$ cat config.mk
export PLATFORM = sky130hd
export DESIGN_NAME = mult_pipe
export DESIGN_NICKNAME = d
export VERILOG_FILES = /design/src/rtl/mult_pipe.sv
export SDC_FILE = /design/constraint.sdc
export NUM_CORES = 1
export LEC_CHECK = 0
export CORE_MARGIN = 2
export CORE_UTILIZATION = 45
export CTS_CLUSTER_DIAMETER = 30
export DETAILED_ROUTE_END_ITERATION = 8
export GPL_TIMING_DRIVEN = 0
export PLACE_DENSITY = 0.61
export SLEW_MARGIN = 20
export SYNTH_ARGS = -nofsm -noshare
export SYNTH_HDL_FRONTEND = slang
export SYNTH_SLANG_ARGS = --single-unit
$ cat constraint.sdc
create_clock -name clk -period 8 [get_ports clk]
set_input_delay 0.8 -clock clk [delete_from_list [all_inputs] [get_ports clk]]
set_output_delay 0.8 -clock clk [all_outputs]
set_load 0.01 [all_outputs]
$ cat src/rtl/mult_pipe.sv
// mult_pipe: pipelined signed/unsigned multiply / multiply-accumulate unit
// with valid/ready flow control and a wrapping accumulator.
module mult_pipe #(
    parameter int WIDTH  = 8,
    parameter int STAGES = 3,
    parameter int ACC_W  = 2*WIDTH+4
) (
    input  logic             clk,
    input  logic             rst_n,
    input  logic             in_valid,
    output logic             in_ready,
    input  logic [WIDTH-1:0] a,
    input  logic [WIDTH-1:0] b,
    input  logic             in_signed,
    input  logic             in_acc,
    output logic             out_valid,
    input  logic             out_ready,
    output logic [ACC_W-1:0] y
);

    localparam int PW = 2*WIDTH;
    localparam int D  = STAGES-2;

    logic             adv;
    logic [WIDTH-1:0] a_q, b_q;
    logic             s1_q, c1_q, v1_q;
    logic [PW-1:0]    ax, bx, prod;

    logic [PW-1:0]    pl_p;
    logic             pl_s, pl_c, pl_v;

    logic [ACC_W-1:0] ext, sum;
    logic [ACC_W-1:0] y_q, y_d, acc_q, acc_d;
    logic             ov_q, ov_d;

    // One global stall: nothing moves while a result waits on the sink.
    assign adv       = !ov_q || out_ready;
    assign in_ready  = adv;
    assign out_valid = ov_q;
    assign y         = y_q;

    always_ff @(posedge clk or negedge rst_n) begin
        if (!rst_n) begin
            a_q  <= '0;
            b_q  <= '0;
            s1_q <= 1'b0;
            c1_q <= 1'b0;
            v1_q <= 1'b0;
        end else if (adv) begin
            a_q  <= a;
            b_q  <= b;
            s1_q <= in_signed;
            c1_q <= in_acc;
            v1_q <= in_valid;
        end
    end

    // Extending both operands to 2W bits makes a truncated 2W multiply
    // exact for both signed and unsigned operands.
    always_comb begin
        ax   = {{WIDTH{s1_q & a_q[WIDTH-1]}}, a_q};
        bx   = {{WIDTH{s1_q & b_q[WIDTH-1]}}, b_q};
        prod = ax * bx;
    end

    generate
        if (D > 0) begin : g_delay
            logic [PW-1:0] p_q [D];
            logic [D-1:0]  s_q, c_q, v_q;

            always_ff @(posedge clk or negedge rst_n) begin
                if (!rst_n) begin
                    for (int i = 0; i < D; i++) begin
                        p_q[i] <= '0;
                    end
                    s_q <= '0;
                    c_q <= '0;
                    v_q <= '0;
                end else if (adv) begin
                    p_q[0] <= prod;
                    s_q[0] <= s1_q;
                    c_q[0] <= c1_q;
                    v_q[0] <= v1_q;
                    for (int i = 1; i < D; i++) begin
                        p_q[i] <= p_q[i-1];
                        s_q[i] <= s_q[i-1];
                        c_q[i] <= c_q[i-1];
                        v_q[i] <= v_q[i-1];
                    end
                end
            end

            assign pl_p = p_q[D-1];
            assign pl_s = s_q[D-1];
            assign pl_c = c_q[D-1];
            assign pl_v = v_q[D-1];
        end else begin : g_direct
            assign pl_p = prod;
            assign pl_s = s1_q;
            assign pl_c = c1_q;
            assign pl_v = v1_q;
        end
    endgenerate

    always_comb begin
        ext = pl_s ? ACC_W'($signed(pl_p)) : ACC_W'(pl_p);
        sum = pl_c ? acc_q + ext : ext;
    end

    always_comb begin
        y_d   = y_q;
        acc_d = acc_q;
        ov_d  = ov_q;
        if (adv) begin
            ov_d = pl_v;
            if (pl_v) begin
                y_d   = sum;
                acc_d = sum;
            end
        end
    end

    always_ff @(posedge clk or negedge rst_n) begin
        if (!rst_n) begin
            y_q   <= '0;
            acc_q <= '0;
            ov_q  <= 1'b0;
        end else begin
            y_q   <= y_d;
            acc_q <= acc_d;
            ov_q  <= ov_d;
        end
    end

endmodule

# After elaboration in Yosys (flattened, before gate mapping)
# Cells that the tools add are included.
[op_classes]
addsub = 1
multipliers = 1
mux = 2
bitwise = 2
n_reduce_logical = 3
[ops]
columns = ["cell", "n"]
rows = [
  ["$mux 20", 2],
  ["$add 20x20->20", 1],
  ["$mul 9x9->16", 1],
  ["$and 1x1->1", 2],
  ["$reduce_and 2->1", 1],
  ["$logic_not 1->1", 1],
  ["$logic_or 1x1->1", 1],
]
[totals]
register_bits = 59
in_bits = 22
output_inout_bits = 22
wordCells = 20

# Longest topological paths before layout
# Gate-level depths: netlist (run 1).
[logic_depth]
depth_word = 3
depth_mapped = 21
mapped_depth_nobuf = 20

# Worst setup path before layout (run 1)
# Ideal clock, no wire load.
[synth_path]
path_type = "reg2reg"
from = "register b_q[7]"
to = "register g_delay.p_q[15] (netlist bit)"
setup_ns = 0.142
t_arrival_ns = 5.154
required_ns = 7.858
setup_slack_ns = 2.705
path_stages_with_launch = 20
period_less_slack_ns = 5.295
cell_sequence = "dfrtp_1 > clkbuf_1 > nand2_1 > or2_2 > fa_1 > fa_1 > inv_1 > fa_1 > fa_1 > inv_1 > fa_1 > inv_1 > ha_1 > inv_1 > o21bai_1 > a21o_1 > a31o_2 > a211oi_1 > xnor2_1 > a21oi_1"
[synth_via]
elab_chain_cells = 2
[synth_lines]
columns = ["item", "line_no", "source"]
rows = [
  ["start, declared", "25", "logic [WIDTH-1:0] a_q, b_q;"],
  ["start signal, assigned", "45", "b_q <= '0;"],
  ["start signal, assigned", "51", "b_q <= b;"],
  ["$and 1x1->1", "62", "bx = {{WIDTH{s1_q & b_q[WIDTH-1]}}, b_q};"],
  ["$mul 9x9->16 *", "63", "prod = ax * bx;"],
  ["end signal, assigned by index", "85", "p_q[i] <= p_q[i-1];"],
  ["end, declared", "68", "logic [PW-1:0] p_q [D];"],
]
# Mark *: on every way between the ends. The rest lies on a longest branch, timed or not.
# A chain may end at the register's enable or synchronous reset.

# Final worst setup path (run 1)
# Ends and elaborated chain as after synthesis.

==> results.yml, run 1 <==
worst_setup_path:
  rr_worst_depth: 19
  path_class: "reg -> reg"
  worstSetupStartpointType: "flip-flop"
  worst_ep_arrival_time_ns: 6.04
  r2r_slack_ns: 2.15
  worstPathRequired_ns: 8.19
  reg2reg_from: "b_q[7]"
  cp-end-kind: "flip-flop"
  rr_endpoint: "g_delay.p_q[15]"
  crit_fanout: 10
clocking:
  clkLatencyLatePin_ns: 0.34
  cts_resized: 0
  ctsLongestPathBuffers: 2
  cts_buffers: 9
  cts_setup_buffers: 0
  clock-sinks: 59
  h-tree-depth: 3
  cts.clk_slew.worst_paths_ns: 0.06
  cts_hold_buf: 0
  cts_tree: "yes"
  cts_root_buf: "clkbuf_16"
yosys:
  syn_area_mm2: 0.00593
  yosysSeqAreaShare: 0.249
  ys_types: 44
  syn_avg_cell_area_um2: 8.71
  synth_area_leaders: "dfrtp_1 (25%), fa_1 (22%), ha_1 (11%)"
  yosys.area_share.adder: 0.326
  async_reset_ff_frac: 1.00
  muxShareOfSynthArea: 0.0154
  netlist_top_cells_count: "nand2_1 (145), inv_1 (87), fa_1 (64), dfrtp_1 (59), ha_1 (52)"
  synth_top_family_by_area: "adder cells"
  synth_compound_area_frac: 0.109
  postSynthCellCount: 680
  synth-simple-area-share: 0.182
  syn-num-nets: 818
  synth_enable_flop_cells: 0
  ys_ff_latch: 59
  yosysMostFrequentCell: "nand2_1"
  synth_flop_cell: "dfrtp_1"
  synth_top_cell_by_area: "dfrtp_1"
  yosysWarnings: 0
  yosys.area_share.xor_xnor: 0.0443
  synth_top_area_frac: 0.249
worst_hold_path:
  hold_path_class: "in -> async"
global_route:
  grt_pass1_wl_mm: 22.7
  grt_use_total: 0.203
  grt_pass1_vias: 4719
  overflow: 0
  grt_max_degree: 33
  antenna_found_initial: 0
sta:
  min_period_over_period: 0.731
  worst_slew_pin_slew_ns: 0.706
  rsz0062_at_grt: "false"
  setup_tns_ns: 0
  fin_ws_ns: 2.15
  setup_viol: 0
  hold_viol: 0
  slew-limit-headroom: 0.529
  drv_slew: 0
  period_minus_slack_ns: 5.85
  clock_skew_ns: 0.00467
  max_clock_freq_mhz: 171
layout:
  nNetsFinal: 873
  drive_gt1_frac: 0.0365
  areaGrowthSynthToFinish_pct: 16.7
  antenna_cells: 0
  postLayoutCoreUtil: 0.544
  fill_cells: 1221
detailed_routing:
  num_vias: 4642
  ant_nets: 0
  dr.pass1.iters: 4
  vias_per_cell: 5.09
  detail_route.wl_per_cell_um: 14.7
  drtIter0Drc: 227
  drt-total-wl_mm: 13.4
  drt_drc_violations_left: 0
place:
  numPortBuffers: 43
  dp_worst_setup_slack_ns: 2.14
  globalplace.congestion: 0.836
  place_hpwl_mm: 10.7
die:
  fp.coreArea_mm2: 0.0127
  start_util: 0.466
  die_area_mm2: 0.0141
  die_w_um: 119
  dieHeight_um: 119
  io_pins: 44
  rows: 41
run:
  cap_violations: 0
run_status:
  status: "finished clean"
## worst max-delay path by stage
stage               startpoint               to  slack (ns)  cells after the start
finish                  b_q[7]  g_delay.p_q[15]        2.15                     19
global route            b_q[7]  g_delay.p_q[15]        1.87                     19
CTS                     b_q[7]  g_delay.p_q[15]        2.13                     19
detailed placement      b_q[7]  g_delay.p_q[15]        2.14                     19
global placement        b_q[7]  g_delay.p_q[15]        2.18                     19
floorplan               b_q[7]  g_delay.p_q[15]        2.70                     19
## cells in the final DEF (no fill, tap or decap), types with 3 or more instances in the layout
cell,n
o21ai_1,7
and3_1,7
a211oi_1,3
nand2b_1,4
nor2b_1,5
mux2i_1,8
nand2_1,145
xnor2_1,23
o21ai_0,16
nor2_1,35
nand3_1,9
clkbuf_16,9
or2_2,4
fa_1,64
o31ai_1,3
a21oi_1,41
ha_1,52
and2_1,31
a21o_1,5
xor2_1,7
dfrtp_1,59
clkdlybuf4s50_1,42
o21a_1,3
a31oi_1,4
clkbuf_1,30
o211ai_1,4
inv_1,87
## routing by layer
layer | vias up | track usage | share of wire
met3 | 21 | 0.0212 | 0.033
met2 | 80 | 0.347 | 0.50
li1 | 2267 | - | -
met4 | 0 | 0.0871 | 0.023
met5 | - | 0 | 0
met1 | 2274 | 0.260 | 0.44
## flip-flops by register name, indices dropped and copies added, names as in the netlist
name and cells:
a_q 8, b_q 8, c1_q 1, g_delay.c_q 1, g_delay.p_q 16, g_delay.s_q 1, g_delay.v_q 1, out_valid 1
s1_q 1, v1_q 1, y 20
## area by class of cell
type                       count  area (um2)  area share
buffer                        31         116      0.0168
clock buffer                   9         225      0.0326
clock inverter                 7         101      0.0147
inverter                      87         327      0.0472
multi-input combinational    503        4010       0.579
sequential                    59        1480       0.213
tap                          172         215      0.0311
timing repair buffer          44         448      0.0648
## kinds of logic after synthesis
kind of cell | count (synthesis)
AND/OR/NAND/NOR | 246
AO/OA/AOI/OAI | 102
flip-flops | 59
XOR/XNOR | 30
buffers and inverters | 118
multiplexers | 9
adder cells (fa/ha/maj) | 116
## stage by stage
stage | hold slack [ns] | std cells | area [um2]
after floorplan | 0.439 | 680 | 5930
after global placement | 0.451 | 895 | 6570
after detailed placement | 0.457 | 896 | 6590
after CTS | 0.388 | 912 | 6920
after global routing | 0.408 | 912 | 6920
final | 0.378 | 912 | 6920
## worst max-delay path, stage by stage, from the launching register on
cell,delay (ns)
dfrtp_1,0.36
clkbuf_1,0.39
nand2_1,0.33
or2_2,0.38
fa_1,0.50
fa_1,0.54
inv_1,0.06
fa_1,0.50
fa_1,0.54
inv_1,0.05
fa_1,0.52
inv_1,0.04
ha_1,0.27
inv_1,0.12
o21bai_1,0.12
a21o_1,0.21
a31o_2,0.26
a211oi_1,0.24
xnor2_1,0.16
a21oi_1,0.09
Power of run 1 is not shown: default switching activity piles up to over one toggle a cycle in this logic, so the estimate is an artifact.
==> run 2, diff against run 1 <==
Clock period 8 ns to 6.03 ns, I/O delays scaled along.
==> run 2 against run 1 <==
Via count is 0.52% lower. Maximum frequency is 4.1% higher. Register-to-register slack worse by 1.7 ns. Flip-flop and latch count stayed put. Setup slack worse by 1.7 ns. Non-clock buffer count is 2 lower. Clock skew hardly changed. First-iteration DRC count is 1.8% lower. Clock-buffer cell count stayed put. Hold slack worse by 0.20 ns. Global-route usage stayed put. Critical path depth is 1 lower.
==> results.yml, run 2 (same netlist as run 1, synthesis figures left out) <==
run_status:
  status: "finished clean"
worst_setup_path:
  cp_slowest_cell: "dfrtp_1"
  cp-end-kind: "flip-flop"
  crit_fanout: 11
  path_cells: "nand2_1 > or2_2 > fa_1 > fa_1 > inv_1 > fa_1 > fa_1 > inv_1 > fa_1 > inv_1 > ha_1 > inv_1 > o21bai_1 > a21o_1 > a31o_2 > a211oi_1 > xnor2_1 > a21oi_1"
  reg2reg_from: "b_q[7]"
  path_class: "reg -> reg"
  worst_ep_arrival_time_ns: 5.81
  rr_endpoint: "g_delay.p_q[15]"
  crit_path_max_incr_delay_ns: 0.57
  rr_worst_depth: 18
  cpMostUsedCell: "fa_1"
  worstSetupStartpointType: "flip-flop"
  worstPathRequired_ns: 6.22
  r2r_slack_ns: 0.41
sta:
  rsz0062_at_grt: "false"
  worst_slew_pin_slew_ns: 0.708
  slew-limit-headroom: 0.528
  drv_slew: 0
  min_period_over_period: 0.931
  period_minus_slack_ns: 5.62
  clock_skew_ns: 0.00486
  setup_viol: 0
  max_clock_freq_mhz: 178
  hold_viol: 0
  setup_tns_ns: 0
layout:
  fill_cells: 1220
  drive_gt1_frac: 0.0366
  areaGrowthSynthToFinish_pct: 16.6
  final_common_cell: "nand2_1"
  largest_reg_flops: 20
  layout_common_cells: "nand2_1 (145), inv_1 (87), fa_1 (64), dfrtp_1 (59), ha_1 (52)"
  antenna_cells: 0
  nNetsFinal: 871
  multi_input_area_mm2: 0.00401
  ff_latch_area_mm2: 0.00148
detailed_routing:
  num_vias: 4618
  drtIter0Drc: 223
  detail_route.wl_per_cell_um: 14.8
  dr.pass1.iters: 4
  ant_nets: 0
  drt_drc_violations_left: 0
  vias_per_cell: 5.07
  drt-total-wl_mm: 13.4
die:
  start_util: 0.466
  dieHeight_um: 119
  io_pins: 44
  die_area_mm2: 0.0141
  die_w_um: 119
  fp.coreArea_mm2: 0.0127
  rows: 41
clocking:
  clock-sinks: 59
  cts_root_buf: "clkbuf_16"
  clkLatencyLatePin_ns: 0.34
  cts_setup_buffers: 0
  ctsLongestPathBuffers: 2
  cts.clk_slew.worst_paths_ns: 0.06
  cts_buffers: 9
  h-tree-depth: 3
  cts_tree: "yes"
global_route:
  antenna_found_initial: 0
  grt_pass1_wl_mm: 22.7
  grt_pass1_vias: 4719
  overflow: 0
  grt_max_degree: 33
  grt_use_total: 0.203
place:
  globalplace.congestion: 0.836
  place_hpwl_mm: 10.7
  numPortBuffers: 43
worst_hold_path:
  hold_path_class: "in -> async"
run:
  cap_violations: 0
==> run 2: cell count changes in the layout (fill, tap and decap cells not counted) <==
cell      before  now
clkbuf_1      30   28
==> run 2: what timing repair did <==
item                                    4_1_cts  5_1_grt
hold buffers                                  0        0
endpoints found under the setup margin        0        2
resized for setup                             0        0
==> run 2: worst max path at each step <==
stage,from,endpoint,slack [ns]
2_1_floorplan,b_q[7],g_delay.p_q[15],0.73
3_3_place_gp,b_q[7],g_delay.p_q[15],0.21
3_5_place_dp,b_q[7],g_delay.p_q[15],0.17
4_1_cts,b_q[7],g_delay.p_q[15],0.16
5_1_grt,b_q[7],g_delay.p_q[15],0.10
6_report,b_q[7],g_delay.p_q[15],0.41
==> run 2: through the flow <==
step / cell area [um2] / setup slack [ns] / hold WS, ns / utilization / std cells
after floorplan: 5930 / 0.735 / 0.307 / - / 680
after global placement: 6570 / 0.213 / 0.451 / 0.517 / 895
after detailed placement: 6590 / 0.168 / 0.457 / 0.518 / 896
after CTS: 6920 / 0.158 / 0.191 / 0.544 / 912
after global routing: 6910 / 0.104 / 0.211 / 0.543 / 910
final: 6910 / 0.415 / 0.183 / 0.543 / 910
==> run 2: final cells by class <==
cell class,instances,share of cell area
Timing Repair Buffer,44,0.0648
Multi-Input combinational cell,503,0.580
Clock buffer,9,0.0326
Sequential cell,59,0.214
Tap cell,172,0.0312
Clock inverter,7,0.0147
Buffer,29,0.0158
Inverter,87,0.0473
==> run 2: per-layer routing <==
layer,global-route usage,wire length [um],up-vias
li1,-,-,2261
met1,0.260,5880,2257
met2,0.347,6780,80
met3,0.0212,493,20
met4,0.0871,265,0
met5,0,0,-
==> run 2: critical path: cells and delay by family (launching register included) <==
family | cells | cell delay, ns
flip-flops | 1 | 0.57
adder cells (fa/ha/maj) | 6 | 2.87
XOR/XNOR | 1 | 0.16
AND/OR/NAND/NOR | 2 | 0.67
AO/OA/AOI/OAI | 5 | 0.93
buffers and inverters | 4 | 0.27
Power of run 2 is left out for the same reason.
==> run 3, diff against run 2 <==
Settings changed: PLACE_DENSITY 0.61 to 0.63.
==> run 3 against run 2 <==
Utilization up 0.20 points. Setup slack lost 0.023 ns. Flip-flop and latch count unchanged. First-iteration DRC count up 15%.
==> results.yml, run 3 (same netlist as run 1, synthesis figures left out) <==
place:
  dp_cells: 896
  place_hpwl_mm: 10.8
  globalplace.congestion: 0.850
  numPortBuffers: 43
  placedInstanceArea_mm2: 0.00659
worst_setup_path:
  cp-end-kind: "flip-flop"
  crit_path_max_incr_delay_ns: 0.59
  crit_fanout: 11
  path_class: "reg -> reg"
  worst_ep_arrival_time_ns: 5.85
  crit_buf_inv: 4
  worstPathRequired_ns: 6.24
  rr_endpoint: "g_delay.p_q[15]"
  reg2reg_from: "b_q[7]"
  r2r_slack_ns: 0.39
  cpMostUsedCell: "fa_1"
  rr_worst_depth: 18
  cp_slowest_cell: "dfrtp_1"
  path_cells: "nand2_2 > or2_2 > fa_1 > fa_1 > inv_1 > fa_1 > fa_1 > inv_1 > fa_1 > inv_1 > ha_1 > inv_1 > o21bai_1 > a21o_1 > a31o_2 > a211oi_1 > xnor2_1 > a21oi_1"
  worstSetupStartpointType: "flip-flop"
  cp_top_family: "adder cells"
clocking:
  h-tree-depth: 3
  clkLatencyLatePin_ns: 0.35
  ctsLongestPathBuffers: 2
  cts_root_buf: "clkbuf_16"
  cts_buffers: 9
  cts.clk_slew.worst_paths_ns: 0.06
  cts_tree: "yes"
  clock-sinks: 59
layout:
  drive_gt1_frac: 0.0379
  final_cells: 910
  areaGrowthSynthToFinish_pct: 17.0
  antenna_cells: 0
  fill_cells: 1225
  nNetsFinal: 871
  largest_reg_flops: 20
  layout_common_cells: "nand2_1 (144), inv_1 (87), fa_1 (64), dfrtp_1 (59), ha_1 (52)"
  multi_input_area_mm2: 0.00401
  post-route-cell-area_mm2: 0.00693
  final_common_cell: "nand2_1"
  ff_latch_area_mm2: 0.00148
global_route:
  grt_use_total: 0.210
  antenna_found_initial: 0
  overflow: 0
  grt_pass1_vias: 4989
  grt_pass1_wl_mm: 23.6
  grt_max_degree: 34
detailed_routing:
  ant_nets: 0
  drtIter0Drc: 256
  detail_route.wl_per_cell_um: 15.0
  drt-total-wl_mm: 13.7
  drt_drc_violations_left: 0
  num_vias: 4652
  dr.pass1.iters: 4
  vias_per_cell: 5.11
sta:
  slew-limit-headroom: 0.513
  min_period_over_period: 0.935
  drv_slew: 0
  hold_viol: 0
  rsz0062_at_grt: "false"
  max_clock_freq_mhz: 177
  setup_viol: 0
  period_minus_slack_ns: 5.64
  worst_slew_pin_slew_ns: 0.731
  setup_tns_ns: 0
  clock_skew_ns: 0.00786
die:
  start_util: 0.466
  rows: 41
  die_area_mm2: 0.0141
  die_w_um: 119
  fp.coreArea_mm2: 0.0127
  dieHeight_um: 119
  io_pins: 44
run_status:
  status: "finished clean"
worst_hold_path:
  hold_path_class: "in -> async"
run:
  cap_violations: 0
run 3: changes by cell type in the layout (fill, tap and decap cells not counted):
cell / previous run / this run
nand2_2: 0 / 1
bufinv_16: 2 / 3
clkinv_4: 2 / 1
clkinvlp_4: 2 / 1
nand2_1: 145 / 144
inv_6: 1 / 2
run 3: cell type report:
class                           instances  area share
Tap cell                              172      0.0310
Multi-Input combinational cell        503       0.578
Inverter                               87      0.0471
Timing Repair Buffer                   44      0.0646
Clock buffer                            9      0.0325
Sequential cell                        59       0.213
Buffer                                 29      0.0157
Clock inverter                          7      0.0179
run 3: timing repair:
action / 4_1_cts / 5_1_grt
setup buffers: 0 / 0
setup endpoints to repair: 0 / 2
hold buffers: 0 / 0
resized for setup: 0 / 1
run 3: worst max path at each step:
stage | start | depth (start not counted) | to | slack (ns)
2_1_floorplan | b_q[7] | 19 | g_delay.p_q[15] | 0.73
3_3_place_gp | b_q[7] | 19 | g_delay.p_q[15] | 0.16
3_5_place_dp | s1_q | 19 | g_delay.p_q[15] | 0.06
4_1_cts | s1_q | 19 | g_delay.p_q[15] | 0.05
5_1_grt | s1_q | 18 | g_delay.p_q[15] | 0.13
6_report | b_q[7] | 18 | g_delay.p_q[15] | 0.39
run 3: per-layer routing:
layer,part of all wire,vias up,global-route usage
met5,0,-,0
met4,0.017,0,0.0811
met3,0.040,16,0.0265
met2,0.52,94,0.374
met1,0.43,2286,0.259
li1,-,2256,-
run 3: per-stage QoR:
step / utilization / setup slack (ns) / hold slack (ns)
final: 0.545 / 0.392 / 0.172
after global placement: 0.517 / 0.158 / 0.451
after detailed placement: 0.518 / 0.0624 / 0.461
after CTS: 0.545 / 0.0500 / 0.180
after global routing: 0.545 / 0.126 / 0.201
after floorplan: - / 0.735 / 0.307
Power of run 3 is left out for the same reason.
